## src/rtl/enoc_switch_allocator_if.sv

```systemverilog
// Handshake bundle between the per-input route calculators/buffers and the switch allocator.
// The allocator connects through the slave modport; the router fabric drives through master.
interface enoc_switch_allocator_if #(
   parameter int N_PORTS = 5
);
   logic                         ce;
   logic [N_PORTS*N_PORTS-1:0]   i_output_req;
   logic [N_PORTS-1:0]           i_val;
   logic [N_PORTS-1:0]           i_tail;
   logic [N_PORTS-1:0]           i_out_en;
   logic [N_PORTS-1:0]           o_input_grant;
   logic [N_PORTS*N_PORTS-1:0]   o_output_sel;
   logic [N_PORTS-1:0]           o_output_val;

   modport master (
      output ce, i_output_req, i_val, i_tail, i_out_en,
      input  o_input_grant, o_output_sel, o_output_val
   );

   modport slave (
      input  ce, i_output_req, i_val, i_tail, i_out_en,
      output o_input_grant, o_output_sel, o_output_val
   );
endinterface

```

## src/rtl/enoc_switch_allocator.sv

```systemverilog
// ENoC switch allocator: per-output round-robin arbitration with a wormhole lock held
// from head to tail; grants and crossbar selects are combinational from the lock state.
module enoc_switch_allocator #(
   parameter int N_PORTS = 5
) (
   input  logic                  clk,
   input  logic                  reset_n,
   enoc_switch_allocator_if.slave bus
);
   localparam int PW = (N_PORTS > 1) ? $clog2(N_PORTS) : 1;

   typedef enum logic {
      IDLE   = 1'b0,
      LOCKED = 1'b1
   } state_e;

   state_e                     state_q [N_PORTS];
   logic [PW-1:0]              owner_q [N_PORTS];
   logic [PW-1:0]              ptr_q   [N_PORTS];

   logic [N_PORTS-1:0]         req_m   [N_PORTS];
   logic [N_PORTS-1:0]         alloc_d;
   logic [PW-1:0]              win_d   [N_PORTS];
   logic [N_PORTS-1:0]         xfer_d;
   logic [N_PORTS-1:0]         grant_d;
   logic [N_PORTS*N_PORTS-1:0] sel_d;

   // Multi-hot requests collapse to their lowest set bit so each input targets one output.
   always_comb begin : decode
      logic hit;
      hit = 1'b0;
      for (int i = 0; i < N_PORTS; i++) begin
         req_m[i] = '0;
         hit      = 1'b0;
         for (int j = 0; j < N_PORTS; j++) begin
            if (!hit && bus.i_val[i] && bus.i_output_req[i*N_PORTS+j]) begin
               req_m[i][j] = 1'b1;
               hit         = 1'b1;
            end
         end
      end
   end

   always_comb begin : arbitrate
      int idx;
      idx = 0;
      for (int j = 0; j < N_PORTS; j++) begin
         alloc_d[j] = 1'b0;
         win_d[j]   = '0;
         for (int k = 0; k < N_PORTS; k++) begin
            idx = int'(ptr_q[j]) + k;
            if (idx >= N_PORTS) idx = idx - N_PORTS;
            if (!alloc_d[j] && req_m[idx][j]) begin
               alloc_d[j] = 1'b1;
               win_d[j]   = PW'(idx);
            end
         end
      end
   end

   // Reset gates the outputs so a lock left over from before reset never leaks a grant.
   always_comb begin : transfer
      xfer_d  = '0;
      grant_d = '0;
      sel_d   = '0;
      for (int j = 0; j < N_PORTS; j++) begin
         if (reset_n && bus.ce && (state_q[j] == LOCKED) && bus.i_out_en[j] &&
             req_m[owner_q[j]][j]) begin
            xfer_d[j]                              = 1'b1;
            grant_d[owner_q[j]]                    = 1'b1;
            sel_d[j*N_PORTS + int'(owner_q[j])]    = 1'b1;
         end
      end
   end

   assign bus.o_input_grant = grant_d;
   assign bus.o_output_sel  = sel_d;
   assign bus.o_output_val  = xfer_d;

   always_ff @(posedge clk) begin
      if (!reset_n) begin
         for (int j = 0; j < N_PORTS; j++) begin
            state_q[j] <= IDLE;
            owner_q[j] <= '0;
            ptr_q[j]   <= '0;
         end
      end else if (bus.ce) begin
         for (int j = 0; j < N_PORTS; j++) begin
            case (state_q[j])
               IDLE: begin
                  if (alloc_d[j]) begin
                     state_q[j] <= LOCKED;
                     owner_q[j] <= win_d[j];
                  end
               end
               LOCKED: begin
                  if (xfer_d[j] && bus.i_tail[owner_q[j]]) begin
                     state_q[j] <= IDLE;
                     ptr_q[j]   <= (owner_q[j] == PW'(N_PORTS-1)) ? '0 : owner_q[j] + PW'(1);
                  end
               end
               default: state_q[j] <= IDLE;
            endcase
         end
      end
   end

   for (genvar j = 0; j < N_PORTS; j++) begin : g_out_chk
      a_sel_onehot0: assert property (@(posedge clk)
         $onehot0(bus.o_output_sel[j*N_PORTS +: N_PORTS]));
      a_val_matches_sel: assert property (@(posedge clk)
         bus.o_output_val[j] == (|bus.o_output_sel[j*N_PORTS +: N_PORTS]));
   end

   for (genvar i = 0; i < N_PORTS; i++) begin : g_in_chk
      logic [N_PORTS-1:0] col;
      for (genvar j = 0; j < N_PORTS; j++) begin : g_col
         assign col[j] = bus.o_output_sel[j*N_PORTS+i];
      end
      a_one_output_per_input: assert property (@(posedge clk) $onehot0(col));
      a_grant_matches_sel: assert property (@(posedge clk) bus.o_input_grant[i] == (|col));
   end
endmodule

```

## src/flat_wrapper.sv

```systemverilog
// flat-port wrapper written by rule: the top's interface ports become plain ports
module enoc_switch_allocator_flat 
#(
   parameter int N_PORTS = 5
)
  (clk, reset_n, bus_ce, bus_i_output_req, bus_i_val, bus_i_tail, bus_i_out_en, bus_o_input_grant, bus_o_output_sel, bus_o_output_val);
  enoc_switch_allocator_if #(.N_PORTS(N_PORTS)) bus_i ();
  input  logic clk;
  input  logic reset_n;
  input wire logic [$bits(bus_i.ce)-1:0] bus_ce;
  input wire logic [$bits(bus_i.i_output_req)-1:0] bus_i_output_req;
  input wire logic [$bits(bus_i.i_val)-1:0] bus_i_val;
  input wire logic [$bits(bus_i.i_tail)-1:0] bus_i_tail;
  input wire logic [$bits(bus_i.i_out_en)-1:0] bus_i_out_en;
  output wire logic [$bits(bus_i.o_input_grant)-1:0] bus_o_input_grant;
  output wire logic [$bits(bus_i.o_output_sel)-1:0] bus_o_output_sel;
  output wire logic [$bits(bus_i.o_output_val)-1:0] bus_o_output_val;
  assign bus_i.ce = bus_ce;
  assign bus_i.i_output_req = bus_i_output_req;
  assign bus_i.i_val = bus_i_val;
  assign bus_i.i_tail = bus_i_tail;
  assign bus_i.i_out_en = bus_i_out_en;
  assign bus_o_input_grant = bus_i.o_input_grant;
  assign bus_o_output_sel = bus_i.o_output_sel;
  assign bus_o_output_val = bus_i.o_output_val;
  enoc_switch_allocator #(.N_PORTS(N_PORTS)) u_core (.clk(clk), .reset_n(reset_n), .bus(bus_i));
endmodule
```

## config.mk

```make
export PLATFORM = sky130hd
export DESIGN_NAME = enoc_switch_allocator_flat
export DESIGN_NICKNAME = d
export VERILOG_FILES = /design/src/rtl/enoc_switch_allocator_if.sv /design/src/rtl/enoc_switch_allocator.sv /design/src/flat_wrapper.sv
export SDC_FILE = /design/constraint.sdc
export NUM_CORES = 1
export LEC_CHECK = 0
export CAP_MARGIN = 5
export CORE_MARGIN = 2
export CORE_UTILIZATION = 55
export DETAILED_ROUTE_END_ITERATION = 6
export GPL_ROUTABILITY_DRIVEN = 0
export GPL_TIMING_DRIVEN = 0
export PLACE_DENSITY = 0.78
export SETUP_SLACK_MARGIN = 0.5
export SLEW_MARGIN = 5
export SYNTH_ARGS = -nofsm -noshare
export SYNTH_HDL_FRONTEND = slang
export SYNTH_SLANG_ARGS = --single-unit
```

## constraint.sdc

```tcl
create_clock -name clk -period 5.2 [get_ports clk]
set_input_delay 1.04 -clock clk [delete_from_list [all_inputs] [get_ports clk]]
set_output_delay 1.04 -clock clk [all_outputs]
set_load 0.02 [all_outputs]
```

# Word-level counts from Yosys, hierarchy flattened
# Memory sizes are Yosys's and may differ from the RTL's.
# Index checks and enable logic that the tools add are counted.
# Widths: inputs -> output; s select.
[classes]
addsub = 54
order_cmp = 75
n_eq_ne = 5
mux = 326
bitwise = 58
reduce_logical = 136
[ops]
columns = ["op", "count"]
rows = [
  ["$ge 32x4->1 const B", 45],
  ["$mux 32", 25],
  ["$not 32->32", 25],
  ["$sub 32x4->32 const B", 20],
  ["$bmux 5 s3", 30],
  ["$mux 1", 158],
  ["$mux 3", 52],
  ["$ge 32x1->1 const B", 4],
  ["$lt 32x7->1 const B", 4],
  ["$mux 25", 4],
  ["$logic_and 1x1->1", 96],
  ["$mux 5", 17],
  ["$or 25x25->25", 3],
  ["$mux 4", 12],
  ["$add 3x2->4 const B", 10],
  ["$logic_not 1->1", 40],
  ["$or 8x25->25", 1],
  ["$mux 2", 12],
  ["$add 3x1->4 const B", 5],
  ["$add 3x3->4 const B", 5],
  ["$demux 1 s5", 4],
  ["$ge 4x4->1 const B", 5],
  ["$lt 3x4->1 const B", 5],
  ["$not 3->4", 5],
  ["14 further kinds", 67],
]
[word_totals]
regBits = 0
ramBits = 35
input_bits = 43
out_inout_bits = 35
elab_cells = 657
mem_count = 3
[memory_table]
columns = ["memory", "words", "width", "read_ports", "rd_ports_with_merged_regs", "wr", "line", "rtl"]
rows = [
  ["u_core.owner_q", 5, 3, 5, 0, 5, "enoc_switch_allocator.sv:18", "logic [PW-1:0] owner_q [N_PORTS];"],
  ["u_core.ptr_q", 5, 3, 5, 0, 5, "enoc_switch_allocator.sv:19", "logic [PW-1:0] ptr_q [N_PORTS];"],
  ["u_core.state_q", 5, 1, 5, 0, 5, "enoc_switch_allocator.sv:17", "state_e state_q [N_PORTS];"],
]

# Logic depth before layout (Yosys ltp)
# Gate-level depths: netlist (run 1).
[logic_depth]
word_depth = 41
ltp_mapped = 16
mapped_depth_nobuf = 13

# Worst setup path before layout (run 1)
# OpenSTA, ideal clock, no wires.
[synth_timing]
path_type = "input -> output"
from = "input bus_i_output_req[15]"
to = "output bus_o_input_grant[1]"
t_arrival_ps = 3397
required_ps = 4160
slack_ps = 763
stages = 9
path_buffers = 2
path_cell_list = "buf_4 nor4b_2 and2_1 mux2i_1 nor3_1 o21a_1 clkbuf_1 nand2_1 o311ai_0"
[synth_via]
elab_chain_cells = 23
elab_cells_between_ends = 50
cone_classes = "mux: 28; bitwise: 4; reduce/logical: 18"
[synth_lines]
columns = ["element", "line", "rtl"]
rows = [
  ["start, declared", "flat_wrapper.sv:11", "input wire logic [$bits(bus_i.i_output_req)-1:0] bus_i_output_req;"],
  ["$logic_and 1x1->1 *", "enoc_switch_allocator.sv:36", "if (!hit && bus.i_val[i] && bus.i_output_req[i*N_PORTS+j]) begin"],
  ["$mux 1 *", "enoc_switch_allocator.sv:36", ""],
  ["$logic_not 1->1", "enoc_switch_allocator.sv:36", ""],
  ["$logic_and 1x1->1 (2 in series)", "enoc_switch_allocator.sv:36", ""],
  ["$mux 1", "enoc_switch_allocator.sv:36", ""],
  ["$logic_not 1->1", "enoc_switch_allocator.sv:36", ""],
  ["$logic_and 1x1->1 (2 in series)", "enoc_switch_allocator.sv:36", ""],
  ["$mux 1", "enoc_switch_allocator.sv:36", ""],
  ["[3 not listed]", "-", ""],
  ["$mux 1", "enoc_switch_allocator.sv:36", ""],
  ["$logic_not 1->1", "enoc_switch_allocator.sv:36", ""],
  ["$logic_and 1x1->1 (2 in series)", "enoc_switch_allocator.sv:36", ""],
  ["$mux 1", "enoc_switch_allocator.sv:36", ""],
  ["$bmux 5 s3", "enoc_switch_allocator.sv:68", "req_m[owner_q[j]][j]) begin"],
  ["$mux 5 (not written as such) (2 in series)", "enoc_switch_allocator.sv:68", ""],
  ["$logic_and 1x1->1", "enoc_switch_allocator.sv:67", "if (reset_n && bus.ce && (state_q[j] == LOCKED) && bus.i_out_en[j] &&"],
  ["$mux 5 *", "enoc_switch_allocator.sv:67", ""],
  ["end, declared", "flat_wrapper.sv:15", "output wire logic [$bits(bus_i.o_input_grant)-1:0] bus_o_input_grant;"],
]
# Every way passes the cells marked *; elsewhere a longest branch is shown, timed or not. The select of a mux whose other input is x is not followed.

# Worst setup path in the final report (run 1)
[layout_timing]
from = "input bus_i_output_req[17]"
to = "output bus_o_input_grant[3]"
[layout_via]
elab_chain_cells = 15
elab_cells_between_ends = 29
cone_classes = "mux: 17; bitwise: 2; reduce/logical: 10"
[layout_lines]
columns = ["element", "line"]
rows = [
  ["$logic_and 1x1->1 *", "enoc_switch_allocator.sv:36"],
  ["$mux 1", "enoc_switch_allocator.sv:36"],
  ["$logic_not 1->1", "enoc_switch_allocator.sv:36"],
  ["$logic_and 1x1->1 (2 in series)", "enoc_switch_allocator.sv:36"],
  ["$mux 1", "enoc_switch_allocator.sv:36"],
  ["$logic_not 1->1", "enoc_switch_allocator.sv:36"],
  ["$logic_and 1x1->1 (2 in series)", "enoc_switch_allocator.sv:36"],
  ["$mux 1", "enoc_switch_allocator.sv:36"],
  ["$bmux 5 s3", "enoc_switch_allocator.sv:68"],
  ["$mux 5 (not written as such) (2 in series)", "enoc_switch_allocator.sv:68"],
  ["$logic_and 1x1->1", "enoc_switch_allocator.sv:67"],
  ["$mux 5 *", "enoc_switch_allocator.sv:67"],
]
# Marks and branches as above.

==> results of run 1 <==
Yosys cell counts (5+ instances only):
cell type	n
nand2_1	92
ha_1	70
nor2_1	69
inv_1	68
o21ai_0	53
a21oi_1	51
mux2i_1	46
nand3_1	44
edfxtp_1	34
nor3_1	26
clkbuf_1	20
nor2b_1	20
xnor2_1	20
a211oi_1	19
o22ai_1	19
nand2b_1	18
a31oi_1	17
nand3b_1	17
and2_1	16
a21o_1	15
buf_2	15
a32oi_1	11
o211ai_1	11
o31ai_1	11
a211o_1	10
a21oi_2	10
nand4_1	10
nor4_1	10
and3b_1	9
or3_1	9
o21a_1	8
o221ai_1	8
or2_2	8
a211oi_2	7
and3_1	7
a311o_1	6
mux4_2	6
fa_1	5
nand4b_1	5
nand4bb_1	5
nor3b_1	5
tightest hold or removal path, stage by stage (launching register included):
cell,delay [ns]
dfxtp_1,0.34
nand2_1,0.07
a21oi_1,0.05
timing repair:
action | 4_1_cts | 5_1_grt
pin swaps | 13 | 6
resized for setup | 113 | 49
cloned | 0 | 0
setup buffers | 18 | 4
setup endpoints to repair | 34 | 49
metal layers:
metal	wire (um)	global-route usage [%]
met5	0	0
met4	631	10.1
met3	2120	5.78
met2	11900	51.0
met1	10400	39.0
layout make-up:
cell class	count	area (sq um)	share of cell area, %
multi-input combinational	882	6640	70.7
sequential	35	1040	11.1
timing repair buffer	96	807	8.59
inverter	73	274	2.92
buffer	45	259	2.76
tap	184	230	2.45
clock buffer	6	129	1.37
clock inverter	2	12.5	0.133
final timing paths:
kind	cells past startpoint	from	endpoint
hold / removal	2	u_core.state_q[4]	u_core.state_q[4]
setup / recovery	11	bus_i_output_req[17]	bus_o_input_grant[3]
setup reg to reg	15	u_core.ptr_q[0][9]	u_core.owner_q[0][2]
hold reg to reg	2	u_core.state_q[4]	u_core.state_q[4]
cell families (layout without fill, tap and decap cells):
group           Yosys count  after routing  synth area share, %
xor+xnor                 23             23                 2.59
compound gates          328            328                 30.2
buf+inv                 118            222                 6.43
simple gates            400            400                 27.8
fa+ha+maj                75             75                 12.1
flops                    35             35                 12.9
mux                      56             56                 7.95
power by group:
group | leakage [nW] | internal [mW] | switching [mW]
logic | 3.41 | 0.241 | 0.365
registers | 0.360 | 0.338 | 0.0343
clock network | 0.0669 | 0.177 | 0.116
metrics by stage:
| stage | power, mW | setup slack (ns) | utilization [%] | hold WS (ns) | std cells |
|---|---|---|---|---|---|
| 2_1_floorplan | 0.798 | 0.763 | - | 0.460 | 1035 |
| 3_3_place_gp | 0.946 | -0.978 | 62.6 | 0.498 | 1293 |
| 3_5_place_dp | 0.957 | -0.936 | 62.6 | 0.496 | 1293 |
| 4_1_cts | 1.25 | 0.518 | 65.1 | 0.513 | 1319 |
| 5_1_grt | 1.34 | 0.480 | 65.1 | 0.543 | 1323 |
| 6_report | 1.27 | 0.518 | 65.1 | 0.507 | 1323 |
registers in the layout (all words and copies together) (netlist names):
signal	cells
u_core.state_q	5
u_core.ptr_q	15
u_core.owner_q	15
==> impl_metrics.toml, run 1 <==
[worst_setup_path]
worstPathArrival_ns = 3.64
cp_num_buf_inv = 3
startpoint_type = "primary input"
worstSetupPathType = "primary input to output pin"
cpLargestDelayFamily = "simple AND/OR/NAND/NOR gates"
crit_path_max_fanout = 6
r2r_setup_slack_ns = 0.78
end_kind = "output pin"
cp.required_ns = 4.16
slowest_delay_ns = 0.53
slowest_stage = "nor4b_4"
cp_cell_sequence = "clkdlybuf4s15_1 -> nor4b_4 -> nand3b_1 -> mux4_2 -> o22ai_2 -> nand4_1 -> buf_6 -> nor2_4 -> nand2_2 -> o221ai_2 -> buf_4"

[floorplan]
fp.dieW_um = 125
boundaryPins = 78
die-area_sq_um = 15600
rows = 44
coreArea_sq_um = 14400
die_h_um = 125
start_util_pct = 55.8

[hold_path]
worstHoldPathType = "register to register"

[place]
dp_hpwl_mm = 19.2
portBuffers = 74
placed_area_sq_um = 9020

[drt]
dr.pass1.iters = 6
wl_per_cell_um = 19.0
vias_per_cell = 6.61
drt_iter0_markers = 723
drc = 0
via_count = 8746
drt_wl_total_mm = 25.1
ant_nets = 0

[global_route]
grt_util_all_layers_pct = 30.3
grt_max_degree = 13
grt_pass1_wl_mm = 39.5
grt-ovfl-total = 0
antenna_found_initial = 0
first_global_vias = 7978

[power]
power_leakage_nw = 3.84
peakVddDrop_v = 0.000123
power_density_nw_per_um2 = 135

[synth]
syn_inst = 1035
yosysTopAreaCell = "edfxtp_1"
synth_cell_types = 110
synth_edf_count = 34
synth_async_sr_flop_share_pct = 0
ys_ff_latch = 35
synth.area.top_cells = "edfxtp_1, ha_1, mux2i_1"
ys_seq_area_share_pct = 12.9
syn_nets = 1153
yosysTopAreaCellShare_pct = 12.7
syn_avg_cell_area_sq_um = 7.78
synth_flop_cell = "edfxtp_1"
yosysWarnings = 0
netlist_area_sq_um = 8050

[layout]
final_cell_mix = "nand2_1, ha_1, inv_1, nor2_1"
nNetsFinal = 1256
drive_above_1_share_pct = 14.7
antenna_cells = 0
postLayoutCellArea_sq_um = 9390
layout_commonest_cell = "nand2_1"
num-fill-cells = 1314
syn_to_final_growth_pct = 16.6

[clocking]
cts_buffers = 5
worst_setup_hold_path_clk_slew_ns = 0.05
cts_root_buf = "clkbuf_16"
clockBufferDepth = 2
cts_num_sinks = 35
cts_hold_buf = 0
cts.htree.levels = 2
clkLatencyLatePin_ns = 0.29
tritoncts = "yes"

[timing]
slew_viol_final = 0
fin_setup_tns_ns = 0
setup_violations = 0
rsz0062_at_grt = "false"
hold_viol_final = 0
period_minus_slack_ns = 4.68
fin_worst_skew_ns = 0.00315
fin_crit_sh_pct = 90.0
worst_pin_slew_ns = 1.10
slew_headroom_pct = 25.8
fmax_mhz = 214

[status]
status = "finished clean"

[flow_run]
maxCapViolCount = 0
Note: power is estimated with default switching activity, not from simulation.
==> run 2: changes to the inputs <==
--- a/config.mk
+++ b/config.mk
@@ -11,7 +11,8 @@
 export DETAILED_ROUTE_END_ITERATION = 6
 export GPL_ROUTABILITY_DRIVEN = 0
 export GPL_TIMING_DRIVEN = 0
-export PLACE_DENSITY = 0.78
+export HOLD_SLACK_MARGIN = 0.15
+export PLACE_DENSITY_LB_ADDON = 0.2
 export SETUP_SLACK_MARGIN = 0.5
 export SLEW_MARGIN = 5
 export SYNTH_ARGS = -nofsm -noshare
==> run 2 against run 1 <==
Compared with the run above:
- the flow now finishes with violations (DRC)
- sequential share of layout area fell by 0.12 points
- clock power rose by 36%
- register-to-register slack improved by 0.03 ns
- critical path depth fell by 2
- clock-buffer cell count did not move
- routed wire length rose by 2.2%
- non-clock buffer count fell by 4
- core utilization rose by 0.72 points
- first-iteration DRC count rose by 32%
- sequential power barely moved
- fmax rose by 1.5%
- critical path type unchanged
==> impl_metrics.toml, run 2 (synthesis results as in run 1) <==
[worst_setup_path]
crit_path_max_fanout = 4
cp.required_ns = 4.16
slowest_stage = "mux4_2"
worstSetupPathType = "primary input to output pin"
end_kind = "output pin"
worstPathArrival_ns = 3.57
slowest_delay_ns = 0.52
cp_cell_sequence = "clkdlybuf4s15_1 -> nor4b_4 -> nand3b_1 -> mux4_2 -> o22ai_2 -> nand4_1 -> buf_4 -> o2111ai_1 -> buf_2"
startpoint_type = "primary input"

[drt]
ant_nets = 0
drc = 4
vias_per_cell = 6.76
via_count = 8923
drt_iter0_markers = 953
drt_wl_total_mm = 25.6
wl_per_cell_um = 19.4
dr.pass1.iters = 7

[clocking]
worst_setup_hold_path_clk_slew_ns = 0.06
clockBufferDepth = 2
cts_buffers = 5
cts_hold_buf = 0
cts_root_buf = "clkbuf_16"
tritoncts = "yes"
cts_num_sinks = 35
clkLatencyLatePin_ns = 0.29
cts.htree.levels = 2

[timing]
setup_violations = 0
holdWs_ns = 0.496
worst_pin_slew_ns = 1.13
fin_worst_skew_ns = 0.00664
fin_setup_tns_ns = 0
fmax_mhz = 217
fin_crit_sh_pct = 88.7
rsz0062_at_grt = "false"
slew_viol_final = 0
fin_ws_ns = 0.589
slew_headroom_pct = 23.9
period_minus_slack_ns = 4.61
hold_viol_final = 0

[layout]
final_cell_mix = "nand2_1, ha_1, inv_1, nor2_1, a21oi_1"
fin_cells = 1319
postLayoutCellArea_sq_um = 9500
syn_to_final_growth_pct = 17.9
drive_above_1_share_pct = 16.0
num-fill-cells = 1242
top_regs = "u_core.owner_q x15, u_core.ptr_q x15, u_core.state_q x5"
nNetsFinal = 1252
final_util_pct = 65.8
antenna_cells = 0
layout_commonest_cell = "nand2_1"

[global_route]
first_global_vias = 8070
grt_max_degree = 13
grt_util_all_layers_pct = 31.7
grt-ovfl-total = 0
grt_pass1_wl_mm = 41.2
antenna_found_initial = 0

[floorplan]
die_h_um = 125
fp.dieW_um = 125
die-area_sq_um = 15600
boundaryPins = 78
coreArea_sq_um = 14400
start_util_pct = 55.8
rows = 44

[power]
p_int_mw = 0.855
power_leakage_nw = 3.87
switching_share_pct = 38.3
clkPwrFrac_pct = 28.7
switching_power_mw = 0.530
power_mw = 1.38
p_seq_share_pct = 26.9
power_density_nw_per_um2 = 146
peakVddDrop_v = 0.000116
p_comb_share_pct = 44.4

[status]
violations = "DRC"
status = "complete, but fails checks"

[place]
portBuffers = 74
dp_cells = 1293
post-place-ws_ns = -1.17
placed_area_sq_um = 9020
dp_hpwl_mm = 19.6

[flow_run]
maxCapViolCount = 0

[hold_path]
worstHoldPathType = "register to register"
run 2: cell types whose count changed in the layout (fill, tap and decap cells not counted), moves of 5 or more:
cell | previous run | this run
clkdlybuf4s15_1 | 9 | 4
dlygate4sd2_1 | 15 | 9
clkdlybuf4s15_2 | 1 | 7
o21ai_0 | 51 | 44
o21ai_1 | 2 | 9
clkbuf_2 | 17 | 12
buf_2 | 20 | 28
run 2: what timing repair did:
item / 4_1_cts / 5_1_grt
gates resized for setup: 165 / 41
pin swaps: 14 / 7
cloned: 0 / 0
setup buffers: 16 / 2
endpoints found under the setup margin: 42 / 43
run 2: metal layers:
layer | up-vias | routed length (um) | GRT usage [%] | part of all wire [%]
li1 | 4158 | - | - | -
met1 | 4181 | 11000 | 43.6 | 43
met2 | 485 | 11100 | 49.3 | 43
met3 | 99 | 2470 | 5.61 | 9.6
met4 | 0 | 1030 | 12.8 | 4.0
met5 | - | 0 | 0 | 0
run 2: worst paths after layout:
path                              from              endpoint  slack, ns  depth (start not counted)
setup reg to reg    u_core.ptr_q[0][9]  u_core.owner_q[0][4]       0.81                         15
hold reg to reg      u_core.state_q[4]     u_core.state_q[4]       0.50                          2
setup / recovery  bus_i_output_req[17]  bus_o_input_grant[4]       0.59                          9
hold / removal       u_core.state_q[4]     u_core.state_q[4]       0.50                          2
run 2: power by group through the flow:
stage                     clock network [mW]  registers (mW)  logic (mW)
final                                  0.398           0.372       0.615
after global routing                   0.409           0.375       0.668
after CTS                              0.399           0.370       0.596
after detailed placement                   0           0.375       0.585
after global placement                     0           0.376       0.574
after floorplan                            0           0.364       0.434
run 2: final cells by class:
class                   count  area (sq um)  share of cell area, %
multi-input cells         882          6710                   70.7
well taps                 184           230                   2.42
clock buffers               6           129                   1.36
repair buffers             92           788                   8.30
clock inverters             2          60.1                  0.632
flip-flops and latches     35          1040                   11.0
inverters                  73           274                   2.89
plain buffers              45           264                   2.78
run 2: critical path, delay by kind of cell:
kind / cells / cell delay (ns)
simple gates: 3 / 0.92
mux: 1 / 0.52
buf+inv: 3 / 0.68
compound gates: 2 / 0.40
==> variant (config.mk and constraints of run 2) <==
Make the reset (`reset_n`) asynchronous in one clocked block.
--- a/src/rtl/enoc_switch_allocator.sv
+++ b/src/rtl/enoc_switch_allocator.sv
@@ -77,7 +77,7 @@
    assign bus.o_output_sel  = sel_d;
    assign bus.o_output_val  = xfer_d;
 
-   always_ff @(posedge clk) begin
+   always_ff @(posedge clk or negedge reset_n) begin
       if (!reset_n) begin
          for (int j = 0; j < N_PORTS; j++) begin
             state_q[j] <= IDLE;
Check against the original RTL: not settled (the Yosys comparison gave no result); the edit may change what the design does.
==> variant against run 2 <==
Register-to-register slack improved by 540 ps; cell area down 5.6%; wire length fell by 6.2%; synthesized area decreased by 4.6%; worst setup slack got worse by 66 ps; worst hold slack better by 54 ps; global-route usage fell by 0.18 points; sequential cell count unchanged; critical endpoint is now bus_o_input_grant[1]; largest cell class unchanged; highest routed layer unchanged.
Power is left out: it rests on default switching activity, and per cell area and clock period it moved more than threefold.
==> variant: results (changes against run 2) <==
Setup path
  • Cell family with most CP delay: simple AND/OR/NAND/NOR gates
  • CP peak stage delay: 500 ps (-20 ps)
  • Slowest CP cell: mux4_2
  • RR Startpoint: u_core.ptr_q[3]
  • RR Endpoint: u_core.owner_q[5]
  • Flop2flop setup slack: 1350 ps (+540 ps)
  • Critical path arrival: 3640 ps (+70 ps)
  • Peak fanout along the critical path: 6 (+2)
  • Worst Reg-to-Reg Cells: 12 (-3)

Finish
  • Non-CTS buffers: 147 (+7.3%)
  • Non-clock buffer share: 11.7% (+0.59 points)
  • Fill count: 1260 (+1.4%)
  • Clk tree area frac: 1.79% (-0.20 points)
  • Top flop regs: u_core.owner_q: 15 flops, u_core.ptr_q: 15 flops, u_core.state_q: 5 flops
  • #MultiIn Comb: 865 (-1.9%)
  • Share of cells above drive strength 1: 13.0% (-3.1 points)
  • Clock buffer count: 7 (+1)
  • Diode count: 0 (unchanged)
  • Sequential fraction of total cell area: 9.77% (-1.2 points)
  • Area of the multi-input gates: 6420 sq um (-4.3%)
  • Inverters excl. clock: 62 (-15%)
  • Final Net Count: 1234 (-1.4%)

CTS
  • CTS clock-pin slew for the worst setup and hold paths: ~50 ps
  • Worst skew pair latency: between 200 and 300 ps
  • Total CTS buffers: 5 (unchanged)
  • CTS max path bufs: 2 (unchanged)
  • H-tree depth: 2 (unchanged)
  • Root Buffer: clkbuf_16

Timing
  • Worst slew margin: 55.0% (+31 points)
  • WHS: 550 ps (+54.3 ps)
  • Clock skew: 3.46 ps (-3.18 ps)

Synthesis
  • FFs w/ async S/R, synth: 100% (+100 points)
  • Synthesized flop and latch total: 35 (unchanged)
  • Ys Warns: 0 (unchanged)
  • Syn avg cell area: 7.61 sq um (-2.2%)
  • Syn Nets: 1128 (-2.2%)
  • Dominant cells by area after synthesis: dfrtp_1 (11%), ha_1 (11%), mux2i_1 (5.6%)
  • Seq/Total Area, Yosys: 11.4% (-1.5 points)
  • Cell variety after synth: 101 (-8.2%)
  • Synth top cells by count: nand2_1 (88), ha_1 (70), nor2_1 (67)
  • Synth Flop Type: dfrtp_1

Min path
  • Hold Crit Depth: 1 (-1)
  • Hold wc startpoint: u_core.state_q[2]
  • Hold path endpoint: u_core.state_q[2]

GRT
  • First-pass GRT wire length: 38200 microns (-7.3%)
  • Vias in the first global route: 7372 (-8.6%)
  • Pin count of the biggest net entering global routing: 37 (+24)
  • All-Layer GR Usage: 31.5% (-0.18 points)

Routing
  • Met2 wire length: 11000 microns (-0.89%)
  • Metal3 WL: 2070 microns (-16%)
  • Vias: 8360 (-6.3%)
  • Routed WL per cell: 18.5 microns (-4.6%)
  • Metal1 wirelength: 10200 microns (-6.9%)
  • Final WL: 24000 microns (-6.2%)
  • Initial DRC Count: 1058 (+11%)

Status
  • Run status: completed

Placement
  • Detail Placement HPWL: 18400 microns (-6.3%)
  • Placed cells: 1267 (-2.0%)
  • Port Buffers: 77 (+4.1%)
==> variant: cell types whose count changed in the layout (fill, tap and decap cells not counted), moves of 10 or more <==
cell           delta
a211oi_1         -10
o21ai_0          +13
dlygate4sd2_1    +11
clkbuf_1         +10
o21ai_1          +10
dfrtp_1          +35
edfxtp_1         -34
buf_2            -10
inv_1            -10
==> variant: how the worst max path moves through the flow <==
stage                               from              endpoint  slack, ps  cells after the start
floorplan            bus_i_output_req[7]  bus_o_output_sel[24]       1010                      8
global placement                 reset_n   bus_o_output_sel[4]      -1290                      8
detailed placement  bus_i_output_req[10]   bus_o_output_sel[4]       -820                     10
CTS                 bus_i_output_req[22]  bus_o_input_grant[1]        520                     14
global route         bus_i_output_req[7]  bus_o_input_grant[1]        430                     15
finish              bus_i_output_req[17]  bus_o_input_grant[1]        520                     14
==> variant: timing repair <==
item / 4_1_cts / 5_1_grt
endpoints found under the hold margin: 0 / 0
pin swaps: 13 / 5
gates cloned: 0 / 0
endpoints found under the setup margin: 33 / 26
buffers inserted: 21 / 1
resized for setup: 75 / 53
==> variant: through the flow <==
stage | utilization, % | worst slack (ps) | instance area, sq um | TNS (ps)
floorplan | - | 1010 | 7690 | 0
global placement | 63.0 | -1290 | 8680 | -30650
detailed placement | 63.0 | -823 | 8680 | -17120
CTS | 65.5 | 521 | 9020 | 0
global route | 65.1 | 433 | 8960 | 0
finish | 65.1 | 522 | 8960 | 0
==> variant: kinds of logic after synthesis <==
kind of cell | share of synthesized area (%)
AOI/OAI and AO/OA | 27.1
xor gates and xnor gates | 3.17
adders and majority gates | 12.7
buffers and inverters | 5.88
DFF | 11.4
muxes | 11.5
and+or+nand+nor | 28.2
==> variant: routing by layer <==
metal,GRT usage (%),vias up
met5,0,-
met4,8.76,0
met3,4.60,56
met2,50.9,384
met1,43.7,3921
li1,-,3999
